**config.mk**
```make
export PLATFORM = sky130hd
export DESIGN_NAME = seg_scan_ctrl
export DESIGN_NICKNAME = d
export VERILOG_FILES = /design/src/rtl/seg_scan_ctrl.sv
export SDC_FILE = /design/constraint.sdc
export NUM_CORES = 1
export LEC_CHECK = 0
export BUFFER_PORTS_ARGS = -buffer_cell sky130_fd_sc_hd__buf_2
export CORE_MARGIN = 2
export CORE_UTILIZATION = 54
export CTS_BUF_LIST = sky130_fd_sc_hd__clkbuf_8
export CTS_CLUSTER_DIAMETER = 60
export DETAILED_ROUTE_END_ITERATION = 7
export PLACE_DENSITY_LB_ADDON = 0.12
export SLEW_MARGIN = 25
export SYNTH_ARGS = -nofsm -noshare
export SYNTH_HDL_FRONTEND = slang
export SYNTH_SLANG_ARGS = --single-unit
```
**constraint.sdc**
```tcl
create_clock -name clk -period 2.3 [get_ports clk]
set_input_delay 0 -clock clk [delete_from_list [all_inputs] [get_ports clk]]
set_output_delay 0 -clock clk [all_outputs]
set_load 0.05 [all_outputs]
```
**src/rtl/seg_scan_ctrl.sv**
```systemverilog
`default_nettype none
// ============================================================================
//  Module   : seg_scan_ctrl
//  Purpose  : Time-multiplexed scan controller for a common-anode 7-segment
//             bank. Holds one frame of NDIG 6-bit codes (0-15 hex, 16 '=',
//             17 '+', 18 '-', 6'h3F blank) and walks the digits one slot at a
//             time, with an all-off guard interval at the start of each slot.
//             New frames arrive over a valid/ready port into a pending buffer.
//             The pending buffer is promoted only at the frame wrap, so the
//             display never tears.
//  Ports    : clk, rst_n                 clock / async active-low reset
//             en                         1 = scan runs, 0 = freeze and blank
//             upd_valid/upd_ready        frame offer handshake
//             upd_codes[6*NDIG-1:0]      frame codes, digit 0 = rightmost
//             upd_dp[NDIG-1:0]           decimal-point enables (1 = lit)
//             dig_code[5:0]              current code to the segment decoder
//             an[NDIG-1:0]               anode enables, active-low
//             dp_n                       decimal point, active-low
//             frame_start                pulse on first display cycle of digit 0
//  Revision : 1.0  initial release
// ============================================================================
module seg_scan_ctrl #(
    parameter int NDIG      = 8,
    parameter int DIV       = 100000,
    parameter int BLANK_CYC = 2000
) (
    input  logic              clk,
    input  logic              rst_n,
    input  logic              en,
    input  logic              upd_valid,
    output logic              upd_ready,
    input  logic [6*NDIG-1:0] upd_codes,
    input  logic [NDIG-1:0]   upd_dp,
    output logic [5:0]        dig_code,
    output logic [NDIG-1:0]   an,
    output logic              dp_n,
    output logic              frame_start
);

    localparam int C_CNT_W = (DIV > 1) ? $clog2(DIV) : 1;
    localparam int C_IDX_W = $clog2(NDIG);

    localparam logic [C_CNT_W-1:0] C_CNT_LAST   = C_CNT_W'(DIV - 1);
    localparam logic [C_CNT_W-1:0] C_BLANK_LAST = C_CNT_W'(BLANK_CYC - 1);
    localparam logic [C_IDX_W-1:0] C_IDX_LAST   = C_IDX_W'(NDIG - 1);
    localparam logic [5:0]         C_CODE_BLANK = 6'h3F;

    localparam logic [0:0] C_ST_BLANK = 1'b0;
    localparam logic [0:0] C_ST_SHOW  = 1'b1;

    logic [C_CNT_W-1:0] r_cnt;
    logic [C_IDX_W-1:0] r_idx;
    logic [0:0]         r_state;
    logic [6*NDIG-1:0]  r_act_codes;
    logic [NDIG-1:0]    r_act_dp;
    logic [6*NDIG-1:0]  r_pend_codes;
    logic [NDIG-1:0]    r_pend_dp;
    logic               r_pend_full;

    logic               w_slot_end;
    logic               w_wrap;
    logic               w_accept;
    logic [C_CNT_W-1:0] w_cnt_nxt;
    logic [C_IDX_W-1:0] w_idx_nxt;
    logic [0:0]         w_state_nxt;
    logic [NDIG-1:0]    w_an_nxt;
    logic               w_show_start;

    assign upd_ready  = ~r_pend_full;
    assign w_accept   = upd_valid & ~r_pend_full;
    assign w_slot_end = (r_cnt == C_CNT_LAST);
    // Frame wrap only counts while scanning; a frozen display never promotes.
    assign w_wrap     = en & w_slot_end & (r_idx == C_IDX_LAST);

    always_comb begin
        w_cnt_nxt   = r_cnt;
        w_idx_nxt   = r_idx;
        w_state_nxt = r_state;
        if (en) begin
            w_cnt_nxt = w_slot_end ? '0 : r_cnt + C_CNT_W'(1);
            if (w_slot_end) begin
                w_idx_nxt = (r_idx == C_IDX_LAST) ? '0 : r_idx + C_IDX_W'(1);
            end
            case (r_state)
                C_ST_BLANK: if (r_cnt == C_BLANK_LAST) w_state_nxt = C_ST_SHOW;
                C_ST_SHOW:  if (w_slot_end)            w_state_nxt = C_ST_BLANK;
                default:                               w_state_nxt = C_ST_BLANK;
            endcase
        end
    end

    always_comb begin
        w_an_nxt            = '1;
        w_an_nxt[w_idx_nxt] = 1'b0;
    end

    assign w_show_start = en & (r_state == C_ST_BLANK) & (w_state_nxt == C_ST_SHOW);

    // Counters, FSM and the registered outputs. Outputs are computed from the
    // next-state values so they line up with the state of the same cycle.
    always_ff @(posedge clk or negedge rst_n) begin
        if (!rst_n) begin
            r_cnt       <= '0;
            r_idx       <= '0;
            r_state     <= C_ST_BLANK;
            an          <= '1;
            dp_n        <= 1'b1;
            dig_code    <= C_CODE_BLANK;
            frame_start <= 1'b0;
        end else begin
            r_cnt       <= w_cnt_nxt;
            r_idx       <= w_idx_nxt;
            r_state     <= w_state_nxt;
            frame_start <= w_show_start & (w_idx_nxt == '0);
            if (en && (w_state_nxt == C_ST_SHOW)) begin
                an       <= w_an_nxt;
                dp_n     <= ~r_act_dp[w_idx_nxt];
                dig_code <= r_act_codes[int'(w_idx_nxt)*6 +: 6];
            end else begin
                an       <= '1;
                dp_n     <= 1'b1;
                dig_code <= C_CODE_BLANK;
            end
        end
    end

    // Frame buffers. An accept on the wrap cycle cannot collide with a
    // promotion because accept requires the pending slot to be empty.
    always_ff @(posedge clk or negedge rst_n) begin
        if (!rst_n) begin
            r_act_codes  <= {NDIG{C_CODE_BLANK}};
            r_act_dp     <= '0;
            r_pend_codes <= {NDIG{C_CODE_BLANK}};
            r_pend_dp    <= '0;
            r_pend_full  <= 1'b0;
        end else begin
            if (w_wrap && r_pend_full) begin
                r_act_codes <= r_pend_codes;
                r_act_dp    <= r_pend_dp;
            end
            if (w_accept) begin
                r_pend_codes <= upd_codes;
                r_pend_dp    <= upd_dp;
                r_pend_full  <= 1'b1;
            end else if (w_wrap) begin
                r_pend_full  <= 1'b0;
            end
        end
    end

endmodule
`default_nettype wire

```
-- Yosys cells after proc, flatten, opt, wreduce, memory -nomap -nowiden
Cells that the tools add are included.
- add/sub/neg operators: 2
- multiply operators: 1
- order comparisons: 2
- eq/ne operators: 3
- shift operators: 1
- mux-type cells: 17
- bitwise operators: 10
- reductions and logical operators: 5
- operators with widths (kind ; number):
    $shiftx A48 B7 Y6 ; 1
    $add A17 B1 Y17 const B ; 1
    $eq A17 B11 Y1 const B ; 1
    $eq A17 B17 Y1 const B ; 1
    $mux W17 ; 1
    $mux W3 ; 3
    $mux W1 ; 8
    $mux W8 ; 1
    $not A8 Y8 ; 1
    $and A1 B1 Y1 ; 6
    $mux W6 ; 1
    $mul A3 B2 Y5 const B ; 1
    $lt A3 B4 Y1 const B ; 1
    $add A3 B1 Y3 const B ; 1
    $bmux W1 S3 ; 1
    $demux W1 S3 ; 1
    $eq A3 B3 Y1 const B ; 1
    $ge A3 B1 Y1 const B ; 1
    $logic_and A1 B1 Y1 ; 3
    $logic_not A3 Y1 ; 1
    $not A1 Y1 ; 3
    $pmux W1 S2 ; 1
    $reduce_bool A2 Y1 ; 1
- bits in registers: 150
- input port bits: 60
- output and inout port bits: 17
- word-level logic and storage cells: 53

-- Depth between registers and ports, before layout
Gate-level depths: netlist of run 1.
- word-level depth: 10
- mapped depth: 11
- depth with buffers taken out: 9

-- Worst setup path after synthesis of run 1
Ideal clock, no wire load.
- path kind: register to register
- start point: register r_idx[1]
- end point: register dig_code[0]
- setup time: 90 ps
- arrival: 2372 ps
- required time: 2210 ps
- setup slack: -162 ps
- cell stages (with the launch flop): 9
- clock period less this slack: 2462 ps
- cells stage by stage: dfrtp_1 > ha_1 > ha_1 > or2_2 > or3_1 > nand2_4 > mux2_2 > a222oi_1 > a21boi_1
- longest elaborated chain between the ends: 7
- ends and longest elaborated chain (what ; RTL line ; RTL):
    start: declaration ; 52 ; logic [C_IDX_W-1:0] r_idx;
    start signal: assignment ; 112 ; r_idx <= w_idx_nxt;
    $eq A3 B3 Y1 ; 82 ; w_idx_nxt = (r_idx == C_IDX_LAST) ? '0 : r_idx + C_IDX_W'(1);
    $mux W3 ; 82 ;
    $mux W3 ; 81 ; if (w_slot_end) begin
    $mux W3 ; 79 ; if (en) begin
    net w_idx_nxt[0] ; 64 ; logic [C_IDX_W-1:0] w_idx_nxt;
    $mul A3 B2 Y5 ; 118 ; dig_code <= r_act_codes[int'(w_idx_nxt)*6 +: 6];
    $shiftx A48 B7 Y6 ; 118 ;
    $mux W6 ; 115 ; if (en && (w_state_nxt == C_ST_SHOW)) begin
    end signal: assignment ; 118 ;
    end: declaration ; 34 ; output logic [5:0] dig_code,
The timed path passes the listed nets, and every way through them passes these cells.
A chain may end at the register's enable or synchronous reset.

-- Final worst setup path of run 1
- start point: register r_cnt[12]
- end point: register dig_code[5]
- longest elaborated chain between the ends: 6
- ends and longest elaborated chain (what ; RTL line ; RTL):
    start: declaration ; 51 ; logic [C_CNT_W-1:0] r_cnt;
    start signal: assignment ; 111 ; r_cnt <= w_cnt_nxt;
    $eq A17 B17 Y1 or $eq A17 B11 Y1 (tied branches) ; 71, 85 ;
    $mux W3, or another cell as far along ; 81 ;
    $mux W3 or $pmux W1 S2 (tied branches) ; 79, 84 ;
    $mul A3 B2 Y5 or $mux W1 (tied branches) ; 118, 79 ;
    $shiftx A48 B7 Y6 or $logic_and A1 B1 Y1 (tied branches) ; 118, 115 ;
    $mux W6 * ; 115 ;
Mark *: on every way between the ends. The rest lies on a longest branch, timed or not.

==> results of run 1 <==
## state kept, by name (all words and copies together), names as in the netlist
register	count
r_pend_full	1
r_cnt	17
r_idx	3
frame_start	1
dig_code	6
r_act_dp	8
r_act_codes	48
r_pend_codes	48
r_pend_dp	8
r_state	1
dp_n	1
an	8
## cells in the mapped netlist, drive strengths merged, types with 4 or more instances
| master | instances |
|---|---|
| inv | 14 |
| mux2i | 7 |
| xor2 | 7 |
| mux2 | 116 |
| nand2 | 26 |
| dfrtp | 39 |
| nor2 | 22 |
| a22oi | 5 |
| a21oi | 5 |
| nor3 | 4 |
| buf | 12 |
| nand3 | 16 |
| o21ai | 9 |
| xnor2 | 7 |
| nand4 | 7 |
| dfstp | 111 |
| a32oi | 4 |
| clkbuf | 10 |
## cells by family (layout without fill, tap and decap cells)
group | after synthesis | in the layout | share of synthesized area [%]
flops | 150 | 150 | 60.4
mux | 123 | 123 | 21.4
simple gates | 95 | 95 | 7.40
compound gates | 47 | 47 | 5.84
buf+inv | 36 | 254 | 2.50
xor+xnor | 14 | 14 | 1.90
fa+ha+maj | 3 | 3 | 0.583
## worst max path at each step
stage                                from  cells past startpoint  slack (ps)                    end
floorplan              r_idx[1]$_DFF_PN0_                      8           3  dig_code[0]$_DFF_PN1_
global placement     r_cnt[5]$_DFFE_PN0P_                      8         -80  dig_code[1]$_DFF_PN1_
detailed placement   r_cnt[5]$_DFFE_PN0P_                      8        -160  dig_code[1]$_DFF_PN1_
CTS                 r_cnt[11]$_DFFE_PN0P_                      9         -20  dig_code[1]$_DFF_PN1_
global route         r_cnt[5]$_DFFE_PN0P_                     14        -210  dig_code[5]$_DFF_PN1_
finish              r_cnt[12]$_DFFE_PN0P_                     14         -70  dig_code[5]$_DFF_PN1_
## layout make-up
type / instances / area (µm²) / share of cell area [%]
Sequential cell: 150 / 3890 / 44.7
Multi-Input combinational cell: 282 / 2540 / 29.1
Timing Repair Buffer: 208 / 1600 / 18.4
Clock buffer: 19 / 262 / 3.00
Clock inverter: 13 / 179 / 2.05
Tap cell: 143 / 179 / 2.05
Inverter: 14 / 55.1 / 0.632
## metrics by stage
step / hold slack [ps] / setup slack, ps / instances
floorplan: -296 / 3.00 / 468
global placement: 46.7 / -76.1 / 724
detailed placement: 49.3 / -157 / 724
CTS: 125 / -17.9 / 824
global route: 167 / -213 / 829
finish: 133 / -70.9 / 829
## power by group through the flow
stage | Sequential (µW) | Combinational [µW] | Clock (µW)
2_1_floorplan | 2990 | 173 | 0
6_report | 2980 | 442 | 2220
3_3_place_gp | 3010 | 342 | 0
3_5_place_dp | 3020 | 360 | 0
5_1_grt | 3000 | 489 | 2370
4_1_cts | 2970 | 437 | 2260
## routing by layer
metal	vias to the layer above	part of all wire, %	wire, µm
li1	2093	-	-
met1	2302	44	6470
met2	156	50	7400
met3	23	4.9	726
met4	0	1.9	277
met5	-	0	0
## what timing repair did
action / in CTS / in global routing
cloned: 0 / 1
endpoints found under the hold margin: 131 / 0
pin swaps: 6 / 10
setup buffers: 9 / 4
gates resized for setup: 10 / 17
hold buffers: 59 / 0
endpoints found under the setup margin: 13 / 66
## critical path, stage by stage, from the launching register on
cell	delay (ps)
dfrtp_1	460
nor4b_4	260
buf_4	150
buf_4	90
buf_4	90
buf_4	90
buf_4	100
buf_4	100
nand2_1	50
nor2_1	130
nand3_2	140
nand2_1	140
buf_6	140
nand3_1	60
or3_1	310
==> impl_results.md, run 1 <==
* Dominant cell type by area after synthesis: dfstp_2
* CTS root buffer: clkbuf_8
* Static Leakage at 0.00379 µW
* Main area contributors after synthesis: dfstp_2 (45%), mux2_2 (20%), dfrtp_1 (15%)
* Fin crit period at 2370 ps
* Internal power at 4370 µW
* Clk pwr share at 39.4%
* Final hold vios at 0
* Die width at 113 µm
* Cell variety after synth at 55
* H-tree Lvls at 4
* Worst r2r dst: dig_code[5]$_DFF_PN1_
* Final setup violation count at 22
* GR Util met3 at 5.95%
* Gate power share at 7.8%
* DRT Pass-1 Iters at 7
* Nets at 736
* Yosys Warn Count at 0
* Slew HR at 58.7%
* Peak Freq at 422 MHz
* Total global-route track usage at 23.9%
* GRT busiest layer: met2
* Design area at 8710 µm²
* Mapped cell area at 6440 µm²
* Post-synth EDFFs at 0
* ANT cells at 0
* Slew Viols, Final at 0
* Status: complete, but fails checks
* Crit start category: flop
* DR vias at 4574
* Final worst-path cycle share at 103%
* Synthesized flop and latch total at 150
* Main synth FF type: dfstp_2
* Met1 usage at 31.0%
* Vias per cell at 5.52
* Worst R2R Start: r_cnt[12]$_DFFE_PN0P_
* Sequential area share after synthesis at 60.4%
* RSZ-0062 raised after global routing: true
* Util after Layout at 75.6%
* Sw Ratio at 22.5%
* Clk slew on worst S/H paths at 80 ps
* Hold Crit Class: in2async
* Gate Count Post-Synth at 468
* Max-Cap Viols at 0
* TritonCTS clock tree: done
* Failing checks: design-rule violations, negative setup slack
* Num ports at 77
* Crit end category: flop
* Via count of the first global-routing pass at 4709
* Synthesized area per cell at 13.8 µm²
* # fillers at 730
* Layout cells sized above 1 at 63.4%
* Yosys top cell area share at 45.3%
* Gr ovfl total at 0
* Overall power at 5640 µW
* First-pass GRT wire length at 23600 µm
* Post-synth ARST share at 100%
* Register-to-Register Path Depth at 14
* Slew @ Worst Pin at 620 ps
* Core area at 11500 µm²
* DRC Markers at 4
* Setup ws final at -70.9 ps
* Routed WL per cell at 17.9 µm
* Commonest cells after routing, fill and taps aside: mux2_2 (115), dfstp_2 (111), buf_2 (75)
* DRT iter0 DRCs at 347
* Most common cell after layout, fill and taps aside: mux2_2
* Synth Net Count at 531
* Largest net degree at the start of global routing at 72
* Placer Congestion at 0.919
* Initial antenna violation count at 0
* FP Rows at 39
* Total CTS buffers at 17
* Post-DP HPWL at 9580 µm
* Power density over the cells at 648 nW/µm²
* Top fanout value on the critical path at 7
* Die H at 113 µm
* Reg power frac at 52.8%
* Crit path kind: reg2reg
* Antenna-violating nets left at 0
* WL final at 14900 µm
* Placed inst area at 7430 µm²
* Final setup TNS at -420 ps
* Setup Skew at 11.7 ps
* WP data required at 2680 ps
* Clk sink count at 150
* Max VDD drop at 0.000640 V
* Sw Pwr at 1270 µW
* GRT met2 Usage at 38.8%
* Clock latency on the worst-skew pair at 460 ps
* Die area at 12800 µm²
* Syn-to-layout area delta at 35.1%
* Critical Path AT at 2750 ps
* Port bufs at 76
* Clk buf depth at 2
* R2R Setup Slk at -70 ps
* Initial Util at 56.0%
Note: power is estimated with default switching activity, not from simulation.
==> run 2: changes to the inputs <==
ABC_AREA = 1   (was unset)
CORE_UTILIZATION = 30   (was 54)
==> run 2 against run 1 <==
  * The run now ends clean
  * Setup slack improved by 320 ps
  * Flip-flop and latch count did not move
  * Total power rose by 1.8%
  * Via count rose by 13%
  * Routed wire length rose by 6.9%
  * Critical path depth fell by 2
  * Sequential power rose by 1%
  * Sequential share of layout area rose by 0.85 points
  * Final cell count rose by 41%
  * Largest power group unchanged
==> impl_results.md, run 2 <==
* DR vias at 5179 (+13%)
* Setup ws final at 250 ps (+321 ps)
* WL met2 at 7550 µm (+2.1%)
* Via count of the first global-routing pass at 5277 (+12%)
* Clk sink count at 150 (unchanged)
* Largest net degree at the start of global routing at 79 (+9.7%)
* CTS root buffer: clkbuf_8
* Max-Cap Viols at 0 (unchanged)
* Power density over the cells at 672 nW/µm² (+3.8%)
* Final setup TNS at 0 ps (+420 ps)
* Critical Path AT at 2420 ps (-330 ps)
* CP delay by family, top: simple AND/OR/NAND/NOR gates
* Crit-path max cell delay at 420 ps (-40 ps)
* Total CTS buffers at 17 (unchanged)
* Antenna-violating nets left at 0 (unchanged)
* Top fanout value on the critical path at 16 (+9)
* Dominant cell type by area after synthesis: dfstp_2
* Crit start category: flop
* Count leader, synth: nand2_1
* Clk buf depth at 2 (unchanged)
* Nets at 936 (+27%)
* Routed WL per cell at 13.6 µm (-24%)
* Post-DP HPWL at 11000 µm (+15%)
* Main synth FF type: dfstp_2
* Clock latency on the worst-skew pair at 450 ps (about the same)
* Die H at 155 µm (+37%)
* Mapped cell area at 6870 µm² (+6.7%)
* H-tree Lvls at 4 (unchanged)
* Commonest cells after routing, fill and taps aside: nand2_1 (261), dfstp_2 (111), buf_2 (75)
* Sequential area share after synthesis at 56.6% (-3.8 points)
* Design area at 8540 µm² (-1.9%)
* CP Cell Sequence: ha_1 -> ha_1 -> or2_2 -> nand4_1 -> nand2_2 -> buf_4 -> nand2_1 -> nand2_1 -> nand2_1 -> nand2_1 -> nand2_1 -> nand3_1
* Placer Congestion at 0.842 (-8.5%)
* DRT Pass-1 Iters at 4 (-3)
* Gr ovfl total at 0 (unchanged)
* Final setup violation count at 0 (-100%)
* First-pass GRT wire length at 26700 µm (+13%)
* DRC Markers at 0 (-4)
* Synthesized flop and latch total at 150 (unchanged)
* DRT iter0 DRCs at 221 (-36%)
* Synth Net Count at 803 (+51%)
* Top post-synthesis cells by count: nand2_1 (262), dfstp_2 (111), inv_1 (57)
* Final hold vios at 0 (unchanged)
* Setup Skew at 7.62 ps (-4.11 ps)
* Final worst-path cycle share at 89.1% (-14 points)
* Status: completed
* Die area at 24100 µm² (+88%)
* Post-CTS Setup Repair Bufs at 0 (-9)
* Slew Viols, Final at 0 (unchanged)
* Fin crit period at 2050 ps (-321 ps)
* Post-place setup slack at 234 ps (+391 ps)
* Static Leakage at 0.00410 µW (+8.2%)
* Clk slew on worst S/H paths at 80 ps (about the same)
* Syn-to-layout area delta at 24.3%
* Hold Crit Class: in2async
* Largest registers: r_act_codes (48), r_pend_codes (48), r_cnt (17)
* Vias per cell at 4.42 (-20%)
* Post-synth EDFFs at 0 (unchanged)
* CP bufs+invs at 1 (-6)
* Crit path kind: reg2reg
* Synthesized area per cell at 9.29 µm² (-33%)
* Total global-route track usage at 14.1% (-9.9 points)
* Core area at 22600 µm² (+96%)
* RSZ-0062 raised after global routing: false
* Max VDD drop at 0.000230 V (-64%)
* Port bufs at 76 (unchanged)
* Metal-1 WL at 7800 µm (+21%)
* Num ports at 77 (unchanged)
* Post-synth ARST share at 100% (unchanged)
* R2R Setup Slk at 250 ps (+320 ps)
* ANT cells at 0 (unchanged)
* Slew HR at 56.8% (-1.9 points)
* Slowest cell on the critical path: dfrtp_1
* WL final at 15900 µm (+6.9%)
* Crit end category: flop
* Yosys top cell area share at 42.4% (-2.8 points)
* Slew @ Worst Pin at 647 ps (+27.9 ps)
* Yosys Warn Count at 0 (unchanged)
* Gate Count Post-Synth at 740 (+58%)
* Most used cell, CP: nand2_1
* Layout cells sized above 1 at 32.7% (-31 points)
* Initial Util at 30.4% (-26 points)
* Main area contributors after synthesis: dfstp_2 (42%), nand2_1 (14%), dfrtp_1 (14%)
* Cell variety after synth at 39 (-29%)
* FP Rows at 55 (+41%)
* WL met3 at 436 µm (-40%)
* TritonCTS clock tree: done
* Die width at 155 µm (+37%)
* Top layer in use: met4
* Placed inst area at 7540 µm² (+1.6%)
* Initial antenna violation count at 0 (unchanged)
* Peak Freq at 488 MHz (+16%)
* WP data required at 2670 ps (about the same)
* Most common cell after layout, fill and taps aside: nand2_1
[run 2: cell count changes after synthesis, sizes merged, moves of 7 or more]
cell / delta
nand3: +34
buf: +19
mux2: -82
nor2: +14
o21ai: +23
nand2: +241
xnor2: -7
inv: +48
mux2i: -7
a21oi: +21
[run 2: cell families (layout without fill, tap and decap cells)]
group | count (synthesis) | in the layout | synth area share [%]
DFF | 150 | 150 | 56.6
buffers and inverters | 100 | 246 | 7.23
muxes | 34 | 34 | 5.57
AOI/OAI and AO/OA | 59 | 59 | 4.50
and+or+nand+nor | 384 | 384 | 24.2
adders and majority gates | 3 | 3 | 0.546
xor gates and xnor gates | 10 | 10 | 1.27
[run 2: worst paths after layout]
kind                                        startpoint                            to  cells after the start
setup reg to reg                    r_idx[1]$_DFF_PN0_         dig_code[1]$_DFF_PN1_                     12
setup / recovery                    r_idx[1]$_DFF_PN0_         dig_code[1]$_DFF_PN1_                     12
min in group clk                         upd_codes[18]  r_pend_codes[18]$_DFFE_PN1P_                      3
max in group asynchronous                        rst_n  r_pend_codes[14]$_DFFE_PN1P_                      3
hold reg to reg            r_pend_codes[0]$_DFFE_PN1P_    r_act_codes[0]$_DFFE_PN1P_                      2
hold / removal                                   rst_n         r_cnt[13]$_DFFE_PN0P_                      2
[run 2: power breakdown]
group          total, µW  switching, µW  internal [µW]
combinational        621            358            263
clock               2100           1010           1090
sequential          3020            149           2870
total               5740           1520           4230
[run 2: metal layers]
| metal | vias up | global-route usage [%] |
|---|---|---|
| li1 | 2609 | - |
| met2 | 80 | 22.8 |
| met3 | 9 | 3.48 |
| met1 | 2481 | 18.8 |
| met5 | - | 0 |
| met4 | 0 | 3.71 |
[run 2: through the flow]
step	hold slack, ps	power, µW	instances	utilization, %
after floorplan	-296	3370	740	-
after global placement	48.2	3610	1080	33.4
after detailed placement	63.8	3620	1080	33.4
after CTS	129	5860	1171	37.8
after global routing	155	6070	1171	37.8
final	135	5740	1171	37.8
[run 2: area by class of cell]
cell class	count	area [µm²]
Tap cell	285	357
Timing Repair Buffer	150	1150
Inverter	64	248
Sequential cell	150	3890
Fill cell	2298	14000
Multi-Input combinational cell	490	2490
Clock buffer	18	248
Clock inverter	14	160
[run 2: timing repair]
item,in CTS,in global routing
gates resized for setup,0,0
hold endpoints to repair,131,0
hold buffers,59,0
==> run 3: changes to the inputs <==
clock period = 2.35 ns   (was 2.3 ns; I/O delays follow)
==> run 3 against run 2 <==
  * Largest power group unchanged
  * Clock power fell by 6%
  * Sequential power fell by 2%
  * Routed wire length rose by 0.40%
  * Clock-buffer cell count rose by 1
  * First-iteration DRC count fell by 15%
  * Hold slack got worse by 3.6 ps
  * Combinational power fell by 2%
  * Total power fell by 3.3%
  * Critical endpoint unchanged
==> impl_results.md, run 3 (same netlist as run 2, synthesis figures left out) <==
* Clk slew on worst S/H paths at 80 ps (about the same)
* Clk buf depth at 2 (unchanged)
* Max-Cap Viols at 0 (unchanged)
* Final setup TNS at 0 ps (unchanged)
* Placed cell count at 1080 (unchanged)
* Fin crit period at 2120 ps (+69.1 ps)
* Worst R2R Start: r_idx[0]$_DFF_PN0_
* DRT iter0 DRCs at 187 (-15%)
* Top fanout value on the critical path at 16 (unchanged)
* Max VDD drop at 0.000304 V (+32%)
* Critical Path Source: r_idx[0]$_DFF_PN0_
* Die width at 155 µm (unchanged)
* Largest net degree at the start of global routing at 79 (unchanged)
* H-tree Lvls at 4 (unchanged)
* Commonest cells after routing, fill and taps aside: nand2_1 (261), dfstp_2 (111), buf_2 (75)
* Most common cell after layout, fill and taps aside: nand2_1
* Crit path kind: reg2reg
* Most used cell, CP: nand2_1
* Antenna-violating nets left at 0 (unchanged)
* Syn-to-layout area delta at 23.9%
* Final Non-Filler Cells at 1171 (unchanged)
* WL final at 16000 µm (+0.40%)
* Via count of the first global-routing pass at 5352 (+1.4%)
* Power density over the cells at 652 nW/µm² (-3.0%)
* Setup Skew at 12.4 ps (+4.80 ps)
* Total global-route track usage at 14.1% (+0.053 points)
* CTS root buffer: clkbuf_8
* First-pass GRT wire length at 27100 µm (+1.4%)
* Die area at 24100 µm² (unchanged)
* Final hold vios at 0 (unchanged)
* Num ports at 77 (unchanged)
* DR vias at 5172 (-0.14%)
* Final worst-path cycle share at 90.2% (+1.0 points)
* Initial antenna violation count at 0 (unchanged)
* Nets at 936 (unchanged)
* CP Cell Sequence: ha_1 -> ha_1 -> or2_2 -> nand4_1 -> nand2_2 -> buf_4 -> nand2_1 -> nand2_1 -> nand2_1 -> nand2_1 -> nand2_1 -> nand3_1
* Hold Crit Class: in2async
* Slew Viols, Final at 0 (unchanged)
* Crit end category: flop
* RSZ-0062 raised after global routing: false
* Clk sink count at 150 (unchanged)
* Vias per cell at 4.42 (-0.14%)
* Crit start category: flop
* Die H at 155 µm (unchanged)
* Register-to-Register Path Depth at 12 (unchanged)
* Total CTS buffers at 17 (unchanged)
* ANT cells at 0 (unchanged)
* Placed inst area at 7530 µm² (-0.17%)
* Final setup violation count at 0 (unchanged)
* Largest registers: r_act_codes (48), r_pend_codes (48), r_cnt (17)
* Post-CTS Setup Repair Bufs at 0 (unchanged)
* TritonCTS clock tree: done
* Slowest cell on the critical path: dfrtp_1
* Static Leakage at 0.00409 µW (-0.32%)
* Port bufs at 76 (unchanged)
* Post-DP HPWL at 11100 µm (+0.84%)
* Placer Congestion at 0.804 (-4.5%)
* CP bufs+invs at 1 (unchanged)
* Clock latency on the worst-skew pair at 450 ps (about the same)
* Status: completed
* R2R Setup Slk at 230 ps (-20 ps)
* CP delay by family, top: simple AND/OR/NAND/NOR gates
* Crit-path max cell delay at 410 ps (about the same)
* Core area at 22600 µm² (unchanged)
* DRC Markers at 0 (unchanged)
* Initial Util at 30.4% (unchanged)
* Gr ovfl total at 0 (unchanged)
* Final hold slack at 131 ps (-3.57 ps)
* Layout cells sized above 1 at 32.7% (unchanged)
* Routed WL per cell at 13.6 µm (+0.40%)
* Critical Path AT at 2490 ps (+70 ps)
* FP Rows at 55 (unchanged)
* Worst r2r dst: dig_code[1]$_DFF_PN1_
* Peak Freq at 472 MHz (-3.3%)
* Slew @ Worst Pin at 665 ps (+17.3 ps)
* WP data required at 2720 ps (+50 ps)
* Design area at 8510 µm² (-0.34%)
* DRT Pass-1 Iters at 4 (unchanged)
* Slew HR at 55.7% (-1.2 points)
run 3: worst max path at each step:
stage                             to  slack, ps  depth (start not counted)
6_report       dig_code[1]$_DFF_PN1_        230                         12
3_5_place_dp   dig_code[1]$_DFF_PN1_        240                         12
2_1_floorplan  dig_code[5]$_DFF_PN1_        520                         12
3_3_place_gp   dig_code[1]$_DFF_PN1_        220                         12
5_1_grt        dig_code[1]$_DFF_PN1_         30                         12
4_1_cts        dig_code[1]$_DFF_PN1_        190                         12
run 3: stage by stage:
stage / power (µW) / setup slack (ps) / util (%)
2_1_floorplan: 3300 / 520 / -
3_3_place_gp: 3540 / 216 / 33.4
3_5_place_dp: 3550 / 239 / 33.4
4_1_cts: 5660 / 195 / 37.7
5_1_grt: 5870 / 26.8 / 37.7
6_report: 5550 / 231 / 37.7
run 3: report_power, final:
group	switching [µW]	internal, µW
sequential	147	2810
combinational	354	257
clock	991	993
run 3: area by class of cell:
class,count,area (µm²)
fillers,2322,14100
flip-flops and latches,150,3890
multi-input cells,490,2490
repair buffers,150,1140
well taps,285,357
clock buffers,19,262
inverters,64,248
clock inverters,13,130
run 3: what timing repair did:
| item | CTS | global route |
|---|---|---|
| hold endpoints to repair | 128 | 0 |
| resized for setup | 0 | 0 |
| hold buffers | 59 | 0 |
run 3: metal layers:
layer | vias up | share of wire, % | track usage, %
met3 | 11 | 3.1 | 3.68
li1 | 2611 | - | -
met5 | - | 0 | 0
met2 | 75 | 48 | 23.3
met1 | 2475 | 48 | 18.5
met4 | 0 | 0.88 | 3.54
